<file path="config.mk">
export PLATFORM = sky130hd
export DESIGN_NAME = alu_cmd_sequencer_flat
export DESIGN_NICKNAME = d
export VERILOG_FILES = /design/src/rtl/alu_cmd_sequencer_if.sv /design/src/rtl/alu_cmd_sequencer.sv /design/src/flat_wrapper.sv
export SDC_FILE = /design/constraint.sdc
export NUM_CORES = 1
export LEC_CHECK = 0
export CORE_MARGIN = 2
export CORE_UTILIZATION = 45
export DETAILED_ROUTE_END_ITERATION = 10
export GPL_ROUTABILITY_DRIVEN = 1
export PLACE_DENSITY = 0.75
export SKIP_CTS_REPAIR_TIMING = 1
export SYNTH_ARGS = -nofsm -noshare
export SYNTH_HDL_FRONTEND = slang
export SYNTH_SLANG_ARGS = --single-unit
</file>
<file path="constraint.sdc">
create_clock -name clk -period 3.5 [get_ports clk]
set_clock_uncertainty 0.05 [all_clocks]
set_input_delay 1.05 -clock clk [delete_from_list [all_inputs] [get_ports clk]]
set_output_delay 1.05 -clock clk [all_outputs]
set_load 0.02 [all_outputs]
</file>
<file path="src/rtl/alu_cmd_sequencer_if.sv">
// Command, ALU-operand and result bundle for alu_cmd_sequencer.
// master = command issuer / ALU side, slave = the sequencer.
interface alu_cmd_sequencer_if #(
  parameter int unsigned W = 4
);
  logic         cmd_valid;
  logic         cmd_ready;
  logic [2:0]   cmd_op;
  logic [1:0]   cmd_ra;
  logic [1:0]   cmd_rb;
  logic [1:0]   cmd_rd;

  logic [W-1:0] alu_a;
  logic [W-1:0] alu_b;
  logic [2:0]   alu_oper;
  logic [W-1:0] alu_out;

  logic         res_valid;
  logic         res_ready;
  logic [W-1:0] res_data;
  logic [1:0]   res_rd;

  modport master (
    output cmd_valid, cmd_op, cmd_ra, cmd_rb, cmd_rd, res_ready, alu_out,
    input  cmd_ready, res_valid, res_data, res_rd, alu_a, alu_b, alu_oper
  );

  modport slave (
    input  cmd_valid, cmd_op, cmd_ra, cmd_rb, cmd_rd, res_ready, alu_out,
    output cmd_ready, res_valid, res_data, res_rd, alu_a, alu_b, alu_oper
  );
endinterface

</file>
<file path="src/rtl/alu_cmd_sequencer.sv">
// Register-to-register command sequencer driving a combinational ALU:
// reads operands from a 4-entry register file, waits ALU_WAIT cycles, writes back and returns the result.
module alu_cmd_sequencer #(
  parameter int unsigned W        = 4,
  parameter int unsigned ALU_WAIT = 1
) (
  input  logic               clk,
  input  logic               rst,
  alu_cmd_sequencer_if.slave bus,
  input  logic               ld_en,
  input  logic [1:0]         ld_addr,
  input  logic [W-1:0]       ld_data,
  output logic               busy
);

  localparam int unsigned CW   = (ALU_WAIT > 1) ? $clog2(ALU_WAIT) : 1;
  localparam int unsigned NREG = 4;

  localparam logic [1:0] S_IDLE = 2'd0;
  localparam logic [1:0] S_WAIT = 2'd1;
  localparam logic [1:0] S_RESP = 2'd2;

  logic [1:0]    state_q,     state_d;
  logic [CW-1:0] cnt_q,       cnt_d;
  logic [W-1:0]  alu_a_q,     alu_a_d;
  logic [W-1:0]  alu_b_q,     alu_b_d;
  logic [2:0]    alu_oper_q,  alu_oper_d;
  logic [W-1:0]  res_data_q,  res_data_d;
  logic [1:0]    res_rd_q,    res_rd_d;
  logic          res_valid_q, res_valid_d;
  logic          cmd_ready_q, cmd_ready_d;
  logic          busy_q,      busy_d;
  logic [W-1:0]  rf_q [NREG];
  logic [W-1:0]  rf_d [NREG];
  logic          wb;

  // Next-state, datapath capture and register-file update
  always_comb begin
    state_d    = state_q;
    cnt_d      = cnt_q;
    alu_a_d    = alu_a_q;
    alu_b_d    = alu_b_q;
    alu_oper_d = alu_oper_q;
    res_data_d = res_data_q;
    res_rd_d   = res_rd_q;
    rf_d       = rf_q;
    wb         = 1'b0;

    case (state_q)
      S_IDLE: begin
        if (bus.cmd_valid) begin
          alu_a_d    = rf_q[bus.cmd_ra];
          alu_b_d    = rf_q[bus.cmd_rb];
          alu_oper_d = bus.cmd_op;
          res_rd_d   = bus.cmd_rd;
          cnt_d      = CW'(ALU_WAIT - 1);
          state_d    = S_WAIT;
        end
      end
      S_WAIT: begin
        if (cnt_q != '0) begin
          cnt_d = cnt_q - CW'(1);
        end else begin
          res_data_d = bus.alu_out;
          wb         = 1'b1;
          state_d    = S_RESP;
        end
      end
      S_RESP: begin
        if (bus.res_ready) state_d = S_IDLE;
      end
      default: state_d = S_IDLE;
    endcase

    // Writeback is applied last so it overrides a same-address direct load
    if (ld_en) rf_d[ld_addr] = ld_data;
    if (wb)    rf_d[res_rd_q] = bus.alu_out;

    res_valid_d = (state_d == S_RESP);
    cmd_ready_d = (state_d == S_IDLE);
    busy_d      = (state_d != S_IDLE);
  end

  always_ff @(posedge clk or posedge rst) begin
    if (rst) begin
      state_q     <= S_IDLE;
      cnt_q       <= '0;
      alu_a_q     <= '0;
      alu_b_q     <= '0;
      alu_oper_q  <= '0;
      res_data_q  <= '0;
      res_rd_q    <= '0;
      res_valid_q <= 1'b0;
      cmd_ready_q <= 1'b1;
      busy_q      <= 1'b0;
      rf_q        <= '{default: '0};
    end else begin
      state_q     <= state_d;
      cnt_q       <= cnt_d;
      alu_a_q     <= alu_a_d;
      alu_b_q     <= alu_b_d;
      alu_oper_q  <= alu_oper_d;
      res_data_q  <= res_data_d;
      res_rd_q    <= res_rd_d;
      res_valid_q <= res_valid_d;
      cmd_ready_q <= cmd_ready_d;
      busy_q      <= busy_d;
      rf_q        <= rf_d;
    end
  end

  assign bus.cmd_ready = cmd_ready_q;
  assign bus.alu_a     = alu_a_q;
  assign bus.alu_b     = alu_b_q;
  assign bus.alu_oper  = alu_oper_q;
  assign bus.res_valid = res_valid_q;
  assign bus.res_data  = res_data_q;
  assign bus.res_rd    = res_rd_q;
  assign busy          = busy_q;

endmodule

</file>
<file path="src/flat_wrapper.sv">
// flat-port wrapper written by rule: the top's interface ports become plain ports
module alu_cmd_sequencer_flat 
#(
  parameter int unsigned W        = 4,
  parameter int unsigned ALU_WAIT = 1
)
  (clk, rst, ld_en, ld_addr, ld_data, busy, bus_cmd_valid, bus_cmd_op, bus_cmd_ra, bus_cmd_rb, bus_cmd_rd, bus_res_ready, bus_alu_out, bus_cmd_ready, bus_res_valid, bus_res_data, bus_res_rd, bus_alu_a, bus_alu_b, bus_alu_oper);
  alu_cmd_sequencer_if #(.W(W)) bus_i ();
  input  logic clk;
  input  logic rst;
  input  logic ld_en;
  input  logic [1:0] ld_addr;
  input  logic [W-1:0] ld_data;
  output logic busy;
  input wire logic [$bits(bus_i.cmd_valid)-1:0] bus_cmd_valid;
  input wire logic [$bits(bus_i.cmd_op)-1:0] bus_cmd_op;
  input wire logic [$bits(bus_i.cmd_ra)-1:0] bus_cmd_ra;
  input wire logic [$bits(bus_i.cmd_rb)-1:0] bus_cmd_rb;
  input wire logic [$bits(bus_i.cmd_rd)-1:0] bus_cmd_rd;
  input wire logic [$bits(bus_i.res_ready)-1:0] bus_res_ready;
  input wire logic [$bits(bus_i.alu_out)-1:0] bus_alu_out;
  output wire logic [$bits(bus_i.cmd_ready)-1:0] bus_cmd_ready;
  output wire logic [$bits(bus_i.res_valid)-1:0] bus_res_valid;
  output wire logic [$bits(bus_i.res_data)-1:0] bus_res_data;
  output wire logic [$bits(bus_i.res_rd)-1:0] bus_res_rd;
  output wire logic [$bits(bus_i.alu_a)-1:0] bus_alu_a;
  output wire logic [$bits(bus_i.alu_b)-1:0] bus_alu_b;
  output wire logic [$bits(bus_i.alu_oper)-1:0] bus_alu_oper;
  assign bus_i.cmd_valid = bus_cmd_valid;
  assign bus_i.cmd_op = bus_cmd_op;
  assign bus_i.cmd_ra = bus_cmd_ra;
  assign bus_i.cmd_rb = bus_cmd_rb;
  assign bus_i.cmd_rd = bus_cmd_rd;
  assign bus_i.res_ready = bus_res_ready;
  assign bus_i.alu_out = bus_alu_out;
  assign bus_cmd_ready = bus_i.cmd_ready;
  assign bus_res_valid = bus_i.res_valid;
  assign bus_res_data = bus_i.res_data;
  assign bus_res_rd = bus_i.res_rd;
  assign bus_alu_a = bus_i.alu_a;
  assign bus_alu_b = bus_i.alu_b;
  assign bus_alu_oper = bus_i.alu_oper;
  alu_cmd_sequencer #(.W(W), .ALU_WAIT(ALU_WAIT)) u_core (.clk(clk), .rst(rst), .bus(bus_i), .ld_en(ld_en), .ld_addr(ld_addr), .ld_data(ld_data), .busy(busy));
endmodule
</file>
== Word-level counts from Yosys, hierarchy flattened ==
Index checks and enable logic that the tools add are counted.
Operators by class
  bitwise gates (word level): 5
  $lt $le $gt $ge: 6
  $add $sub $neg: 1
  eq/ne operators: 4
  muxes and demuxes: 23
  reduce and logical (&&, ||, !) cells: 9
Operators with widths (count)
  $bwmux 16: 2
  $mux 16: 2
  $mux 4: 6
  $bmux 4 s2: 2
  $demux 4 s2: 2
  $ge 3x3->1 const B: 4
  $not 2->3: 4
  $lt 3x1->1 const B: 2
  $mux 2: 3
  $pmux 2 s3: 1
  $reduce_and 2->1: 3
  $eq 2x2->1 const B: 2
  $logic_not 2->1: 2
  $mux 1: 4
  $reduce_bool 2->1: 2
  $eq 2x1->1 const B: 1
  $logic_and 1x1->1: 2
  $ne 2x2->1 const B: 1
  $pmux 1 s2: 1
  $not 1->1: 1
  $sub 1x1->1 const B: 1
Word-level totals
  logic and storage cells: 62
  flip-flop bits (word level): 39

== Logic depth before layout (Yosys ltp) ==
Gate-level depths: netlist of run 1.
  depth after elaboration: 9
  mapped depth: 5

== Worst setup path after synthesis of run 1 ==
OpenSTA, ideal clock, no wires.
  kind: input-to-reg
  start: input port bus_cmd_valid
  end: register u_core.alu_a_q[2] (netlist: u_core.bus.alu_a[2])
  stages: 3
  library setup time: 0.125 ns
  setup slack: 1.476 ns
  path buffers: 1
  arrival: 1.849 ns
  required time: 3.325 ns
  path through: nor3b_4 buf_8 mux2_4
On the way
  cells in the longest elaborated chain, start to end: 1
RTL lines
  start: declaration: RTL line flat_wrapper.sv:15  | input wire logic [$bits(bus_i.cmd_valid)-1:0] bus_cmd_valid;
  $reduce_and 2->1 (no source line)
  end signal: assignment: RTL line alu_cmd_sequencer.sv:100  | alu_a_q <= alu_a_d;
  end: declaration: RTL line alu_cmd_sequencer.sv:25  | logic [W-1:0] alu_a_q, alu_a_d;
No other way between the ends.
A chain may end at the register's enable or synchronous reset.

== Final worst setup path of run 1 ==
  start: register u_core.res_rd_q[1] (netlist: u_core.bus.res_rd[1])
  end: output port bus_res_rd[1]
RTL lines
  start: declaration: RTL line alu_cmd_sequencer.sv:29  | logic [1:0] res_rd_q, res_rd_d;
  start signal: assignment: RTL line alu_cmd_sequencer.sv:104  | res_rd_q <= res_rd_d;
  end: declaration: RTL line flat_wrapper.sv:25  | output wire logic [$bits(bus_i.res_rd)-1:0] bus_res_rd;
No word-level cell between the ends.

==> results of run 1 <==
-- final cells by class --
class	instances	area (um^2)	share of cell area
Sequential cell	38	952.2	0.3999
Inverter	1	3.754	0.001576
Tap cell	50	62.56	0.02627
Multi-Input combinational cell	88	840.8	0.3531
Clock buffer	7	76.32	0.03205
Timing Repair Buffer	45	445.4	0.1871
-- sequential cells by signal (all words and copies together), names as in the netlist --
name / cells
u_core.rf_q: 16
u_core.bus.res_rd: 2
u_core.busy: 1
u_core.bus.cmd_ready: 1
u_core.bus.res_valid: 1
u_core.bus.alu_a: 4
u_core.bus.alu_oper: 3
u_core.bus.res_data: 4
u_core.state_q: 2
u_core.bus.alu_b: 4
-- where the power goes --
part | leakage [nW] | switching [mW] | total (mW) | internal (mW)
Clock | 0.0383 | 0.134 | 0.271 | 0.137
Sequential | 0.451 | 0.183 | 0.850 | 0.667
Combinational | 0.522 | 0.369 | 0.898 | 0.529
Total | 1.01 | 0.686 | 2.02 | 1.33
-- stage by stage --
step | instances | worst slack, ps | util | total power [mW] | area (um^2)
after floorplan | 131 | 1476 | - | 1.399 | 1831
after global placement | 222 | 770.9 | 0.5803 | 1.722 | 2305
after detailed placement | 222 | 709.9 | 0.5803 | 1.764 | 2305
after CTS | 229 | 973.3 | 0.5996 | 2.042 | 2381
after global routing | 229 | 928.0 | 0.5996 | 2.160 | 2381
final | 229 | 991.5 | 0.5996 | 2.019 | 2381
-- kinds of logic after synthesis --
| logic type | count (synthesis) |
|---|---|
| buffers and inverters | 5 |
| multiplexers | 41 |
| AO/OA/AOI/OAI | 18 |
| AND/OR/NAND/NOR | 29 |
| flip-flops | 38 |
-- path summary, 6_finish.rpt --
path | from | cells past startpoint | slack [ps] | to
max | u_core.bus.res_rd[1] | 1 | 990 | bus_res_rd[1]
min | u_core.bus.res_data[1] | 1 | 460 | u_core.bus.res_data[1]
max reg2reg | u_core.state_q[0] | 2 | 1690 | u_core.bus.alu_oper[1]
min reg2reg | u_core.bus.res_data[1] | 1 | 460 | u_core.bus.res_data[1]
max in group asynchronous | rst | 3 | 1910 | u_core.bus.cmd_ready
min in group asynchronous | rst | 3 | 1130 | u_core.bus.alu_oper[1]
-- layer usage --
| metal | part of all wire | global-route usage | vias up |
|---|---|---|---|
| met5 | 0 | 0 | - |
| li1 | - | - | 573 |
| met4 | 0.013 | 0.06500 | 0 |
| met3 | 0.028 | 0.05500 | 6 |
| met2 | 0.53 | 0.3002 | 20 |
| met1 | 0.43 | 0.2361 | 593 |
-- placed cells by master (no fill, tap or decap) --
cell type and count:
a21oi_1 4, buf_4 2, clkbuf_1 2, clkbuf_8 5
clkdlybuf4s50_1 43, dfrtp_1 37, dfstp_2 1, inv_1 1
mux2_2 10, mux2_4 7, mux2i_1 16, mux4_2 8
nand2_1 12, nand2b_1 1, nand2b_2 1, nand3_1 1
nand3b_1 2, nand4b_1 1, nor2_1 5, nor3b_2 1
nor3b_4 1, nor4b_4 1, nor4bb_1 2, o21ai_0 13
o21ai_2 1, or2_2 1
==> metrics.md, run 1 <==
| Metric | Value |
|---|---|
| Max Freq | `398.6 MHz` |
| Syn Nets | `155` |
| Post-Synth Simple-Gate Area | `0.1032` |
| Post-synthesis mux area share | `0.3049` |
| Share of cells above drive strength 1 | `0.2179` |
| Port-buffer cells | `43` |
| CP top delay family | `buffers and inverters` |
| Max incr delay on CP | `between 600 and 700 ps` |
| Yosys warns | `0` |
| CP bufs+invs | `1` |
| Slew headroom | `0.3199` |
| Synthesized cell area | `1831 um^2` |
| Layout area overhead | `30.07%` |
| Depth of the CTS H-tree | `2` |
| Clock Sink Count | `38` |
| Clock Path Buffers | `2` |
| Max-slew violations | `0` |
| Min-Delay Path Class | `flop to flop` |
| Outcome | `finished clean` |
| Via Count | `1192` |
| Worst-Margin Slew | `1006 ps` |
| Final Hold Fails | `0` |
| Crit path max-delay cell type | `clkdlybuf4s50_1` |
| TNS Setup | `0 ps` |
| Period minus WS final | `about 2500 ps` |
| Count leader, synth | `dfrtp_1` |
| Register bit total from synthesis | `38` |
| ANT cells | `0` |
| Vias in the first global route | `1239` |
| # rows | `23` |
| Critical path fanouts, max | `6` |
| Post-synth top area cell | `dfrtp_1` |
| Synth top area share | `0.5058` |
| EDFF count, synth | `0` |
| Syn Area/Cell | `13.97 um^2` |
| DR vias/cell | `roughly 5.2` |
| Core ar. | `3971 um^2` |
| Max Cap Violations | `0` |
| Layout fillers | `320` |
| Die Span Y | `67.78 um` |
| Adder-cell area share of the yosys netlist | `0` |
| RePlAce Congestion | `slightly above 0.8` |
| CP required | `2400 ps` |
| Synth Area in Compound Gates | `0.05126` |
| First-pass GRT wire length | `between 6000 and 7000 um` |
| PwrDens | `847.9 nW/um^2` |
| Gate Count Post-Synth | `131` |
| Die width | `~68 um` |
| Fin nets | `203` |
| Wirelength per Cell | `15.70 um` |
| CP Launch Type | `flop` |
| CTS tree | `yes` |
| # IOs | `44` |
| Largest family of logic cells by synthesized area | `multiplexers` |
| Worst-path clk slew | `60 ps` |
| Ys flop type | `dfrtp_1` |
| Final HPWL DP | `2817 um` |
| Clock Latency Late Sink | `280 ps` |
| Cell variety after synth | `25` |
| Dominant cells by area after synthesis | `dfrtp_1 51%, mux4_2 9.8%, mux2i_1 8.7%` |
| Final ANT Viol Nets | `0` |
| Post-route DRC | `0` |
| Post-Route WL | `roughly 3600 um` |
| First drt pass iteration count | `4` |
| Starting DRC count in detailed routing | `50` |
| Hold_ws | `between 400 and 500 ps` |
| VDD IR max | `0.3616 mV` |
| Final global-route overflow total | `0` |
| Synth Area in XOR/XNOR | `0` |
| GRT Total Usage | `0.1851` |
| CP endpoint kind | `output port` |
| Number of buffers created by CTS | `5` |
| Root cell of the clock tree | `clkbuf_8` |
| Final setup violation count | `0` |
| Part of the cycle the worst path needs | `0.7167` |
| Largest net degree at the start of global routing | `39` |
| Leakage power | `1.011 nW` |
| Initial core utilization | `0.4609` |
| Register area share after synthesis | `0.5202` |
| Commonest cells post-synth | `37 x dfrtp_1, 16 x mux2i_1, 13 x o21ai_0` |
| Worst path cell trace | `clkdlybuf4s50_1` |
| Post-synth ARST share | `1.000` |
| WS Path Type | `flop to output port` |
| Die area | `4594 um^2` |
| Initial antenna violation count | `0` |
| Arrival time at the worst endpoint | `1410 ps` |
| RSZ-0062 raised after global routing | `false` |
Note: power is estimated with default switching activity, not from simulation.
==> inputs of run 2 (changes only) <==
clock period = 2.35 ns   (was 3.5 ns; I/O delays follow)
==> metrics.md, run 2 (synthesis results as in run 1) <==
| Metric | Value |
|---|---|
| Slew headroom | `0.6761 (+0.3562)` |
| Combinational share of power | `0.449 (+0.004)` |
| CP endpoint kind | `output port` |
| Reg with most FFs | `u_core.rf_q` |
| GRT Total Usage | `0.1786 (-0.006521)` |
| CP top delay family | `buffers and inverters` |
| Fin nets | `208 (+2.5%)` |
| Share of cells above drive strength 1 | `0.2378 (+0.01996)` |
| Hold Crit Depth | `1 (unchanged)` |
| WS Path Type | `flop to output port` |
| Post-Route WL | `3637 um (+1.1%)` |
| Max Freq | `around 470 MHz` |
| Crit path max-delay cell type | `clkdlybuf4s50_1` |
| Critical path fanouts, max | `6 (unchanged)` |
| R2R Path Start | `u_core.state_q[0]` |
| Non-Filler Instances | `235 (+2.6%)` |
| Min-Delay Path Class | `flop to flop` |
| R2R depth | `3 (+1)` |
| Leakage power | `1.042 nW (+3.0%)` |
| CP Launch Type | `flop` |
| First drt pass iteration count | `4 (unchanged)` |
| Final global-route overflow total | `0 (unchanged)` |
| Outcome | `finished clean` |
| Hold Path End | `u_core.bus.res_data[1]` |
| Part of the cycle the worst path needs | `0.9143` |
| Core ar. | `3971 um^2 (unchanged)` |
| Final Power | `3.048 mW (+51%)` |
| Die width | `67.78 um (unchanged)` |
| Number of buffers created by CTS | `5 (unchanged)` |
| Hold Crit Start | `u_core.bus.res_data[1]` |
| # IOs | `44 (unchanged)` |
| Clock Power Share | `0.137 (+0.003)` |
| TNS Setup | `0 ps (unchanged)` |
| Reg2reg setup slack | `900 ps (-790 ps)` |
| Worst-Margin Slew | `485.8 ps (-520.6 ps)` |
| Post-route DRC | `0 (unchanged)` |
| PnR worst setup slack | `201.3 ps (-790.2 ps)` |
| Arrival time at the worst endpoint | `1390 ps (-20 ps)` |
| Power Internal | `2.015 mW (+51%)` |
| Clock Latency Late Sink | `270 ps (about the same)` |
| Post-Place Worst Slack | `41.02 ps (-668.8 ps)` |
| Vias in the first global route | `1282 (+3.5%)` |
| ANT cells | `0 (unchanged)` |
| Final HPWL DP | `2823 um (+0.20%)` |
| DR vias/cell | `5.060 (-2.8%)` |
| # placed instances | `227 (+2.3%)` |
| Worst reg2reg endpoint | `u_core.bus.alu_oper[1]` |
| Most common cell after layout, fill and taps aside | `clkdlybuf4s50_1` |
| Depth of the CTS H-tree | `2 (unchanged)` |
| RSZ-0062 raised after global routing | `false` |
| Final Hold Fails | `0 (unchanged)` |
| Root cell of the clock tree | `clkbuf_8` |
| RePlAce Congestion | `0.8020 (-0.39%)` |
| Initial core utilization | `0.4609 (unchanged)` |
| Max incr delay on CP | `650 ps (about the same)` |
| Port-buffer cells | `43 (unchanged)` |
| Max Cap Violations | `0 (unchanged)` |
| Max-slew violations | `0 (unchanged)` |
| CP required | `1590 ps (-810 ps)` |
| CP bufs+invs | `1 (unchanged)` |
| Initial antenna violation count | `0 (unchanged)` |
| Clock Path Buffers | `2 (unchanged)` |
| # rows | `23 (unchanged)` |
| Final setup violation count | `0 (unchanged)` |
| CP Launch Point | `u_core.bus.res_rd[0]` |
| Die area | `4594 um^2 (unchanged)` |
| CTS tree | `yes` |
| Util after Layout | `0.6131 (+0.01355)` |
| Final ANT Viol Nets | `0 (unchanged)` |
| Max reg flops | `16 (unchanged)` |
| Period minus WS final | `2149 ps` |
| First-pass GRT wire length | `5934 um (-2.0%)` |
| Die Span Y | `67.78 um (unchanged)` |
| Worst-path clk slew | `70 ps (about the same)` |
| Worst path cell trace | `clkdlybuf4s50_1` |
| Sw Ratio | `0.3389 (-0.001032)` |
| Clock Sink Count | `38 (unchanged)` |
| Layout area overhead | `33.01%` |
| PwrDens | `1252 nW/um^2 (+48%)` |
| Largest net degree at the start of global routing | `39 (unchanged)` |
| VDD IR max | `0.5737 mV (+59%)` |
| Wirelength per Cell | `15.48 um (-1.4%)` |
| Starting DRC count in detailed routing | `52 (+4.0%)` |
| Via Count | `1189 (-0.25%)` |
| Commonest cells after routing, fill and taps aside | `43 x clkdlybuf4s50_1, 37 x dfrtp_1, 16 x mux2i_1` |
| Net Switching | `1.033 mW (+51%)` |
| Power share of the sequential group | `0.414 (-0.007)` |
==> run 2: worst max path at each step <==
stage                                     end  depth (start not counted)
final                           bus_res_rd[0]                          1
after CTS                       bus_res_rd[0]                          1
after global routing            bus_res_rd[0]                          1
after floorplan           u_core.bus.alu_a[2]                          3
after detailed placement  u_core.bus.alu_a[0]                          3
after global placement    u_core.bus.alu_a[2]                          3
==> run 2: metrics by stage <==
step / hold WS, ps / instance area (um^2)
6_report: 458.1 / 2435
5_1_grt: 473.6 / 2435
4_1_cts: 459.4 / 2435
3_5_place_dp: 444.3 / 2355
3_3_place_gp: 440.6 / 2355
2_1_floorplan: 492.0 / 1831
==> run 2: cell type report <==
cell class	count	area, um^2
clock buffers	8	80.08
fillers	322	1536
inverters	1	3.754
multi-input cells	88	840.8
flip-flops and latches	38	952.2
well taps	50	62.56
repair buffers	50	495.5
==> run 2: metal layers <==
metal  vias to the layer above  part of all wire  track usage
li1                        588                 -            -
met5                         -                 0            0
met4                         0             0.019      0.09250
met3                         6             0.021      0.03000
met2                        23              0.54       0.2966
met1                       572              0.42       0.2237
==> run 2: power by group through the flow <==
stage	sequential, mW	clock [mW]	combinational (mW)
final	1.26	0.417	1.37
after CTS	1.27	0.432	1.39
after global placement	1.25	0	1.35
after detailed placement	1.28	0	1.38
after global routing	1.31	0.470	1.47
after floorplan	1.41	0	0.671
